===== config.mk =====
export PLATFORM = sky130hd
export DESIGN_NAME = mux2_rr_arbiter
export DESIGN_NICKNAME = d
export VERILOG_FILES = /design/src/rtl/mux2_rr_arbiter.sv
export SDC_FILE = /design/constraint.sdc
export NUM_CORES = 1
export LEC_CHECK = 0
export BUFFER_PORTS_ARGS = -buffer_cell sky130_fd_sc_hd__buf_2
export CAP_MARGIN = 20
export CORE_MARGIN = 8
export CORE_UTILIZATION = 38
export DETAILED_ROUTE_END_ITERATION = 10
export GPL_TIMING_DRIVEN = 1
export PLACE_DENSITY = 0.84
export SYNTH_ARGS = -nofsm -noshare
export SYNTH_HDL_FRONTEND = slang
export SYNTH_SLANG_ARGS = --single-unit

===== constraint.sdc =====
create_clock -name clk -period 2 [get_ports clk]
set_clock_uncertainty 0.15 [all_clocks]
set_input_delay 0.4 -clock clk [delete_from_list [all_inputs] [get_ports clk]]
set_output_delay 0.4 -clock clk [all_outputs]
set_load 0.01 [all_outputs]

===== src/rtl/mux2_rr_arbiter.sv =====
// Two-requester round-robin arbiter that owns the select line of a 2:1 mux.
// Each owner may move up to MAX_BURST beats while the other requester waits.
// The shared output uses a valid/ready handshake. select is always a
// registered value, so out_data only changes relative to select on clock edges.
module mux2_rr_arbiter #(
    parameter int WIDTH     = 8,
    parameter int MAX_BURST = 4,
    parameter int CNT_W     = 3
) (
    input  logic             clk,
    input  logic             reset,
    input  logic [1:0]       req,
    input  logic [WIDTH-1:0] data0,
    input  logic [WIDTH-1:0] data1,
    output logic [1:0]       gnt,
    output logic             select,
    output logic [WIDTH-1:0] out_data,
    output logic             out_valid,
    input  logic             out_ready
);

    typedef enum logic [1:0] {
        IDLE = 2'd0,
        OWN0 = 2'd1,
        OWN1 = 2'd2
    } state_t;

    localparam logic [CNT_W-1:0] LAST_BEAT = CNT_W'(MAX_BURST - 1);

    state_t           state_q, state_d;
    logic             select_q, select_d;
    logic             last_q, last_d;
    logic [CNT_W-1:0] cnt_q, cnt_d;

    logic owner;       // requester index implied by the OWNx state
    logic owner_req;
    logic other_req;
    logic xfer;
    logic take;        // hand ownership to take_id this cycle
    logic take_id;

    // Handshake outputs; forced quiet while reset is asserted so no beat is granted in the reset cycle
    always_comb begin
        owner     = (state_q == OWN1);
        owner_req = req[owner];
        other_req = req[~owner];
        out_valid = ~reset & (((state_q == OWN0) & req[0]) | ((state_q == OWN1) & req[1]));
        xfer      = out_valid & out_ready;
        gnt       = {xfer & select_q, xfer & ~select_q};
        select    = select_q;
        out_data  = select_q ? data1 : data0;
    end

    // Arbitration: pick the next owner, count beats and apply the burst limit
    always_comb begin
        state_d  = state_q;
        select_d = select_q;
        last_d   = last_q;
        cnt_d    = cnt_q;
        take     = 1'b0;
        take_id  = 1'b0;
        case (state_q)
            IDLE: begin
                if (req == 2'b11) begin
                    // Both asking: the requester not served last goes first
                    take    = 1'b1;
                    take_id = ~last_q;
                end else if (req[0]) begin
                    take    = 1'b1;
                    take_id = 1'b0;
                end else if (req[1]) begin
                    take    = 1'b1;
                    take_id = 1'b1;
                end
            end
            OWN0, OWN1: begin
                if (!owner_req) begin
                    // Owner went away: hand over (one bubble cycle) or go idle keeping select
                    if (other_req) begin
                        take    = 1'b1;
                        take_id = ~owner;
                    end else begin
                        state_d = IDLE;
                    end
                end else if (xfer) begin
                    if (cnt_q == LAST_BEAT) begin
                        // Burst exhausted: yield only if the other side is waiting
                        cnt_d = '0;
                        if (other_req) begin
                            take    = 1'b1;
                            take_id = ~owner;
                        end
                    end else begin
                        cnt_d = cnt_q + CNT_W'(1);
                    end
                end
                // Stalled beats (out_ready low) leave state and count untouched
            end
            default: state_d = IDLE;
        endcase
        if (take) begin
            state_d  = take_id ? OWN1 : OWN0;
            select_d = take_id;
            last_d   = take_id;
            cnt_d    = '0;
        end
    end

    // State registers with synchronous reset; last=1 makes requester 0 win the first tie
    always_ff @(posedge clk) begin
        if (reset) begin
            state_q  <= IDLE;
            select_q <= 1'b0;
            last_q   <= 1'b1;
            cnt_q    <= '0;
        end else begin
            state_q  <= state_d;
            select_q <= select_d;
            last_q   <= last_d;
            cnt_q    <= cnt_d;
        end
    end

endmodule

# Yosys cells after proc, flatten, opt, wreduce, memory -nomap -nowiden
# Cells that the tools add are included.
[classes] add_sub_neg=1 n_mul=0 div=0 n_lt_le_gt_ge=2 eq_ne=7 n_shift=0 muxes=26 bitwise_logic=11 n_reduce_logical=5
[op_table] op="1-bit two-way mux" count=17
[op_table] op="2-bit two-way mux" count=4
[op_table] op="8-bit two-way mux" count=1
[op_table] op="1-bit AND" count=6
[op_table] op="3-bit != test, second input constant" count=2
[op_table] op="3-bit AND reduction" count=2
[op_table] op="2-bit equality test, second input constant" count=2
[op_table] op="1-bit by 2-bit less-than comparator with 1-bit output, second input constant" count=2
[op_table] op="1-bit inverter" count=4
[op_table] op="1-bit case mux with 2 select lines" count=2
[op_table] op="2-bit case mux with 2 select lines" count=1
[op_table] op="2-bit OR reduction" count=2
[op_table] op="3-bit by 1-bit adder with 3-bit output, second input constant" count=1
[op_table] op="3-bit by 2-bit equality test with 1-bit output, second input constant" count=1
[op_table] op="3-bit two-way mux" count=1
[op_table] op="2-bit by 1-bit equality test with 1-bit output, second input constant" count=1
[op_table] op="2-bit logical NOT" count=1
[op_table] op="2-bit != test, second input constant" count=1
[op_table] op="1-bit bitwise OR" count=1
[totals] regBits=7 latch_bits=0 mem_bits_rw=0 romBits=0 inputBits=21 elab_cells=56 n_memories=0

# Logic depth before layout (Yosys ltp)
# Gate-level depths: netlist of the first run.
[depth] depth_word=11 depth_mapped=7

# Least setup slack after synthesis of the first run
# OpenSTA, ideal clock, no wires.
[synth_path] path_type="reg-to-reg" start="register state_q[0]" end="register last_q" arrival_time_ns=1.583 t_required_ns=1.728 path_slack_ns=0.145 stages_incl_launch_ff=8 n_path_buf=0 synth_period_minus_slack_ns=1.855 path_cell_list="dfxtp_1 -> inv_1 -> ha_1 -> a22o_4 -> and2_4 -> a22o_1 -> nor3b_2 -> o21bai_1"
[synth_between] elab_chain_cells=8 elab_cells_between_ends=24 classes_between="eq/ne: 2; mux: 14; bitwise: 6; reduce/logical: 2"
[synth_rtl] element="start, declared" line_no="30" rtl="state_t state_q, state_d;"
[synth_rtl] element="start signal, assigned" line_no="117" rtl="state_q <= state_d;"
[synth_rtl] element="2-bit equality test / 2-bit by 1-bit equality test with 1-bit output (equally long branches)" line_no="44, 47, 62"
[synth_rtl] element="1-bit two-way mux (implied by the code) / 1-bit AND (equally long branches)" line_no="46, 47"
[synth_rtl] element="1-bit two-way mux (implied by the code) / 1-bit bitwise OR (equally long branches)" line_no="46, 47"
[synth_rtl] element="1-bit two-way mux / 1-bit AND (equally long branches)" line_no="79, 89, 47"
[synth_rtl] element="1-bit two-way mux / 1-bit AND (equally long branches)" line_no="86, 48"
[synth_rtl] element="1-bit two-way mux" line_no="85" rtl="end else if (xfer) begin"
[synth_rtl] element="1-bit two-way mux" line_no="77" rtl="if (!owner_req) begin"
[synth_rtl] element="1-bit case mux with 2 select lines" line_no="62" rtl="case (state_q)"
[synth_rtl] element="end signal, assigned" line_no="119" rtl="last_q <= last_d;"
[synth_rtl] element="end, declared" line_no="32" rtl="logic last_q, last_d;"
# Several ways; a longest one is shown, not always the timed one. The select of a mux whose other input is x is not followed.
# A chain may end at the register's enable or synchronous reset.

# Worst setup path after layout of the first run
[layout_path] start="register state_q[0]" end="output port gnt[0]"
[layout_between] elab_chain_cells=6 elab_cells_between_ends=8 classes_between="eq/ne: 2; bitwise: 6"
[layout_rtl] element="2-bit by 1-bit equality test with 1-bit output / 2-bit equality test (equally long branches)" line_no="47" rtl="out_valid = ~reset & (((state_q == OWN0) & req[0]) | ((state_q == OWN1) & req[1]));"
[layout_rtl] element="1-bit AND" line_no="47"
[layout_rtl] element="1-bit bitwise OR (*)" line_no="47"
[layout_rtl] element="1-bit AND (*)" line_no="47"
[layout_rtl] element="1-bit AND (*)" line_no="48" rtl="xfer = out_valid & out_ready;"
[layout_rtl] element="1-bit AND (*)" line_no="49" rtl="gnt = {xfer & select_q, xfer & ~select_q};"
[layout_rtl] element="end, declared" line_no="15" rtl="output logic [1:0] gnt,"
# Every way passes the cells marked *; elsewhere a longest branch is shown, timed or not.

==> metrics.md, run 1 <==
| Metric | Value |
|---|---|
| CP max stage cell | dfxtp_2 |
| Die X | 55.8 µm |
| Warnings from Yosys | 0 |
| Seq cells post-synth | 7 |
| Post-synthesis average cell area | a little over 9 µm² |
| Fin crit period | between 2 and 2.5 ns |
| WHS | 0.233 ns |
| Synth top area share | between 20% and 30% |
| Core area | 1490 µm² |
| Max clock buf depth | 2 |
| Cell taking the most area after synthesis | dfxtp_1 |
| Die footprint | just over 3000 µm² |
| Layout Utilization | a little over three fifths |
| Synth-to-layout area growth | 55.4% |
| Overall Global Routing Usage | 11.3% |
| Fmax | 493 MHz |
| Post-synth EDFFs | 0 |
| Tcrit/Tclk final | 102% |
| Syn nets | 92 |
| Worst VDD drop | ~510 µV |
| Failing checks | setup timing |
| Critical path class | flip-flop to primary output |
| Post-Syn Area | approximately 600 µm² |
| Crit-path cells | inv_2 > ha_4 > a22o_4 > and2_4 > nor2b_1 > buf_2 |
| Required @ worst endpoint | roughly 1.5 ns |
| Pleak | between 0.4 and 0.5 nW |
| Min-delay worst type | primary input to flip-flop |
| WL final | 1830 µm |
| Iter 0 DRT Violations | 12 |
| Synth cell types | 32 |
| Synth top cells by count | 7 x dfxtp_1, 7 x mux2_1, 5 x ha_1, 5 x nand2_1 |
| Routed Antenna Nets | 0 |
| Largest net degree at the start of global routing | 13 |
| Worst stage delay on the critical path | between 0.3 and 0.4 ns |
| Critical Path End Type | primary output |
| Pwr dens | 833 nW/µm² |
| Max-cap violations | 0 |
| Layout cells sized above 1 | 58.7% |
| Detailed Routing Iterations Pass 1 | 4 |
| DR vias | 658 |
| # setup viols final | 2 |
| Via density | about 5.3 |
| First-pass GRT wire length | 3030 µm |
| Clk_lat worst skew | 0.25 ns |
| Vias in the first global route | ~710 |
| RSZ-0062 raised after global routing | true |
| Inserted Diodes | 0 |
| Commonest register cell after synthesis | dfxtp_1 |
| R2R Setup Slk | -0.01 ns |
| CTS tree | built |
| Avg WL per Cell | 14.7 µm |
| Seq/Total Area, Yosys | 23.3% |
| Gr ovfl total | 0 |
| I/O pins | 33 |
| Gpl congestion | around 0.75 |
| Num rows | 14 |
| Die H | 55.8 µm |
| Slew headroom | between 60% and 70% |
| Status | finished, violations left |
| Initial Util | ~40% |
| Final hold vios | 0 |
| Ys async rst share | 0% |
| DRC | 0 |
| CP startpoint kind | flip-flop |
| Nets | 136 |
| WP data arrival | between 1 and 1.5 ns |
| H-tree Lvls | 1 |
| DP HPWL | 1410 µm |
| I/O Buffers | 32 |
| Clk slew on worst S/H paths | ~0.05 ns |
| Least-Margin Pin Slew | between 0.4 and 0.5 ns |
| Syn Inst Count | 66 |
| # clock sinks | 7 |
| CTS root buf | clkbuf_4 |
| Initial antenna violation count | 0 |
| Setup WS post-layout | -0.0303 ns |
| CTS Buf Count | 3 |
| Filler cells | 123 |
| Max FO, Critical Path | 4 |
| Final Slew Violations | 0 |
| Area contributors post-synth | dfxtp_1 23%, mux2_1 13%, ha_1 10% |
## path summary, 6_finish.rpt
path | from | end | cells past startpoint
worst max register to register | state_q[0] | state_q[0] | 9
worst max-delay path | state_q[0] | gnt[0] | 6
worst min-delay path | reset | state_q[1] | 2
worst min register to register | cnt_q[1] | cnt_q[1] | 2
## layout make-up
class,instances,area (µm²),area share [%]
Multi-Input combinational cell,55,510,54.7
Timing Repair Buffer,40,220,23.6
Sequential cell,7,145,15.5
Clock buffer,4,26.3,2.82
Tap cell,16,20.0,2.14
Inverter,3,11.3,1.21
## logic make-up after synthesis
| family | Yosys count | share of synthesized area (%) |
|---|---|---|
| adder cells (fa/ha/maj) | 5 | 10.4 |
| AO/OA/AOI/OAI | 15 | 20.6 |
| flip-flops | 7 | 23.3 |
| buffers and inverters | 4 | 2.50 |
| AND/OR/NAND/NOR | 26 | 26.5 |
| multiplexers | 9 | 16.7 |
## critical path: cells and delay by family, from the launching register on
family / cells / cell delay (ns)
and+or+nand+nor: 2 / 0.26
DFF: 1 / 0.35
AOI/OAI and AO/OA: 1 / 0.25
buffers and inverters: 2 / 0.22
adders and majority gates: 1 / 0.16
## state kept, by name, indices dropped and copies added (netlist names)
register / cells
select: 1
state_q: 2
last_q: 1
cnt_q: 3
## routing by layer
metal  routed length (µm)  global-route usage, %
met5                    0                      0
met4                    6                   3.17
met3                   58                   2.28
met2                 1020                   22.3
met1                  747                   11.4
## layout by cell type (no fill, tap or decap), drive strengths merged
cell type / count
a211oi: 1
a21o: 1
a21oi: 4
a22o: 2
a2bb2oi: 1
a311oi: 1
and2: 1
and3: 2
buf: 40
clkbuf: 4
dfxtp: 7
ha: 5
inv: 3
mux2: 8
mux2i: 1
nand2: 5
nand2b: 2
nand3b: 2
nor2: 4
nor2b: 5
nor3: 1
nor3b: 1
o21ai: 3
o21ba: 1
o21bai: 1
or2: 1
or3: 1
or3b: 1
## power by group
group	leakage [nW]	total, mW	switching, mW	internal (mW)
clock	0.0150	0.125	0.0492	0.0759
sequential	0.0583	0.202	0.0383	0.164
combinational	0.376	0.450	0.208	0.243
## metrics by stage
stage	setup TNS, ns	area [µm²]	instances	setup WS (ns)	power (mW)
2_1_floorplan	0	601	66	0.145	0.438
5_1_grt	-0.413	933	125	-0.0926	0.835
6_report	-0.0435	933	125	-0.0303	0.777
4_1_cts	-0.0309	893	126	-0.0217	0.742
3_3_place_gp	0	807	117	0.0271	0.563
3_5_place_dp	-0.286	807	117	-0.0848	0.577
## repair_timing
item	CTS	global route
endpoints found under the setup margin	9	9
gates resized for setup	9	9
endpoints found under the hold margin	0	0
setup buffers	5	0
hold buffers	0	0
pin swaps	2	3
Note: power is estimated with default switching activity, not from simulation.
==> run 2, diff against run 1 <==
==> constraint.sdc (replaced) <==
create_clock -name clk -period 2 [get_ports clk]
set_clock_uncertainty 0.15 [all_clocks]
set_input_delay 0.1 -clock clk [delete_from_list [all_inputs] [get_ports clk]]
set_output_delay 0.1 -clock clk [all_outputs]
set_load 0.01 [all_outputs]
==> metrics.md, run 2 (synthesis gave the netlist of run 1 again) <==
| Metric | Value |
|---|---|
| Overall Global Routing Usage | 9.30% (-2.0 points) |
| Clk_lat worst skew | 0.24 ns (about the same) |
| Routed Antenna Nets | 0 (unchanged) |
| First-pass GRT wire length | 2550 µm (-16%) |
| CTS Buf Count | 3 (unchanged) |
| Worst stage delay on the critical path | 0.32 ns (-0.03 ns) |
| GRT busiest layer | met2 |
| Met1 GRT Util | 10.4% (-1.0 points) |
| DP HPWL | 1280 µm (-9.7%) |
| Max FO, Critical Path | 6 (+2) |
| WL final | 1570 µm (-15%) |
| I/O pins | 33 (unchanged) |
| CP startpoint kind | flip-flop |
| Post-CTS Setup Bufs | 0 (-5) |
| Slew headroom | 69.4% (+0.79 points) |
| Inserted Diodes | 0 (unchanged) |
| Commonest non-fill, non-tap cells in the layout | 32 x buf_2, 7 x mux2_1, 6 x dfxtp_1 |
| Tcrit/Tclk final | 97.1% (-4.4 points) |
| Required @ worst endpoint | 2.02 ns (+0.57 ns) |
| Worst VDD drop | 633 µV (+25%) |
| Met2 Usage GRT | 16.8% (-5.4 points) |
| Multi-input logic area | 469 µm² (-8.1%) |
| Max clock buf depth | 2 (unchanged) |
| Via density | 4.91 (-6.7%) |
| Dpl ws | 0.0478 ns (+0.133 ns) |
| Crit-path cells | inv_1 > ha_2 > a22o_4 > a311oi_4 > a211oi_2 > buf_4 > or2_1 > a21oi_1 |
| Core area | 1490 µm² (unchanged) |
| Critical Path End Type | flip-flop |
| CP max stage cell | dfxtp_1 |
| Largest register FFs | 3 (unchanged) |
| RSZ-0062 raised after global routing | true |
| Layout cells sized above 1 | 50.0% (-8.7 points) |
| Status | finished clean |
| Nets | 133 (-2.2%) |
| Detailed Routing Iterations Pass 1 | 4 (unchanged) |
| Final Instance Count excl. Fillers | 122 (-2.4%) |
| Vias in the first global route | 628 (-11%) |
| # clock sinks | 7 (unchanged) |
| Die footprint | 3110 µm² (unchanged) |
| Critical path class | flip-flop to flip-flop |
| Fmax | 515 MHz (+4.5%) |
| # setup viols final | 0 (-2) |
| Biggest register | cnt_q |
| DR vias | 599 (-9.0%) |
| Clk slew on worst S/H paths | 0.05 ns (about the same) |
| Die H | 55.8 µm (unchanged) |
| Gpl congestion | 0.749 (-0.80%) |
| Least-Margin Pin Slew | 0.458 ns (-0.0118 ns) |
| Final hold vios | 0 (unchanged) |
| Commonest non-fill, non-tap cell in the layout | buf_2 |
| H-tree Lvls | 1 (unchanged) |
| Largest net degree at the start of global routing | 13 (unchanged) |
| Filler cells | 128 (+4.1%) |
| DRC | 0 (unchanged) |
| Num rows | 14 (unchanged) |
| Iter 0 DRT Violations | 15 (+3) |
| Fin crit period | 1.94 ns (-0.0883 ns) |
| Max-cap violations | 0 (unchanged) |
| Gr ovfl total | 0 (unchanged) |
| Met3 Usage GRT | 1.14% (-1.1 points) |
| Post-Place Cells | 117 (unchanged) |
| I/O Buffers | 32 (unchanged) |
| Die X | 55.8 µm (unchanged) |
| Top flop regs | cnt_q: 3 flops, state_q: 2 flops |
| Initial antenna violation count | 0 (unchanged) |
| Pleak | 0.424 nW (-5.7%) |
| Pwr dens | 821 nW/µm² (-1.4%) |
| Initial Util | 40.3% (unchanged) |
| Total power | 0.713 mW (-8.3%) |
| Min-delay worst type | primary input to flip-flop |
| CTS root buf | clkbuf_4 |
| Avg WL per Cell | 12.8 µm (-12%) |
| WP data arrival | 1.96 ns (+0.48 ns) |
| Synth-to-layout area growth | 44.6% |
| Final Slew Violations | 0 (unchanged) |
| Setup WS post-layout | 0.0580 ns (+0.0883 ns) |
| CTS tree | built |
| Register area | 141 µm² (-2.6%) |
run 2: per-stage QoR:
step                      hold slack, ns  instance area, µm²  util, %  TNS, ns
after floorplan                   0.0191                 601        -        0
after global placement             0.196                 807     54.2        0
after detailed placement           0.205                 807     54.2        0
after CTS                          0.240                 843     56.6        0
after global routing               0.279                 868     58.3  -0.0366
final                              0.251                 868     58.3        0
run 2: power breakdown:
group | total, mW | switching [mW] | internal (mW)
clock | 0.121 | 0.0452 | 0.0757
sequential | 0.194 | 0.0315 | 0.162
combinational | 0.399 | 0.187 | 0.211
total | 0.713 | 0.264 | 0.449
run 2: worst paths after layout:
kind / startpoint / to / slack (ns) / cells past startpoint
max reg2reg: state_q[0] / cnt_q[1] / 0.06 / 8
min: req[1] / state_q[1] / 0.25 / 5
min reg2reg: cnt_q[1] / cnt_q[1] / 0.33 / 2
max: state_q[0] / cnt_q[1] / 0.06 / 8
run 2: cell type report:
type / instances / area share [%]
Multi-Input combinational cell: 55 / 54.0
Timing Repair Buffer: 37 / 23.1
Sequential cell: 7 / 16.3
Clock buffer: 4 / 3.03
Tap cell: 16 / 2.31
Inverter: 3 / 1.30
run 2: metal layers:
metal | share of wire (%) | wire length [µm] | vias up
li1 | - | - | 317
met1 | 43 | 677 | 269
met2 | 53 | 835 | 13
met3 | 3.3 | 52 | 0
met4 | 0 | 0 | 0
met5 | 0 | 0 | -
run 2: timing repair:
item,in CTS,in global routing
endpoints found under the hold margin,3,0
resized for setup,0,6
setup endpoints to repair,0,7
hold buffers,1,0
run 2: worst max-delay path, delay by kind of cell, from the launching register on:
| kind | cells | cell delay [ns] |
|---|---|---|
| AOI/OAI and AO/OA | 4 | 0.72 |
| DFF | 1 | 0.32 |
| adders and majority gates | 1 | 0.21 |
| and+or+nand+nor | 1 | 0.24 |
| buffers and inverters | 2 | 0.23 |
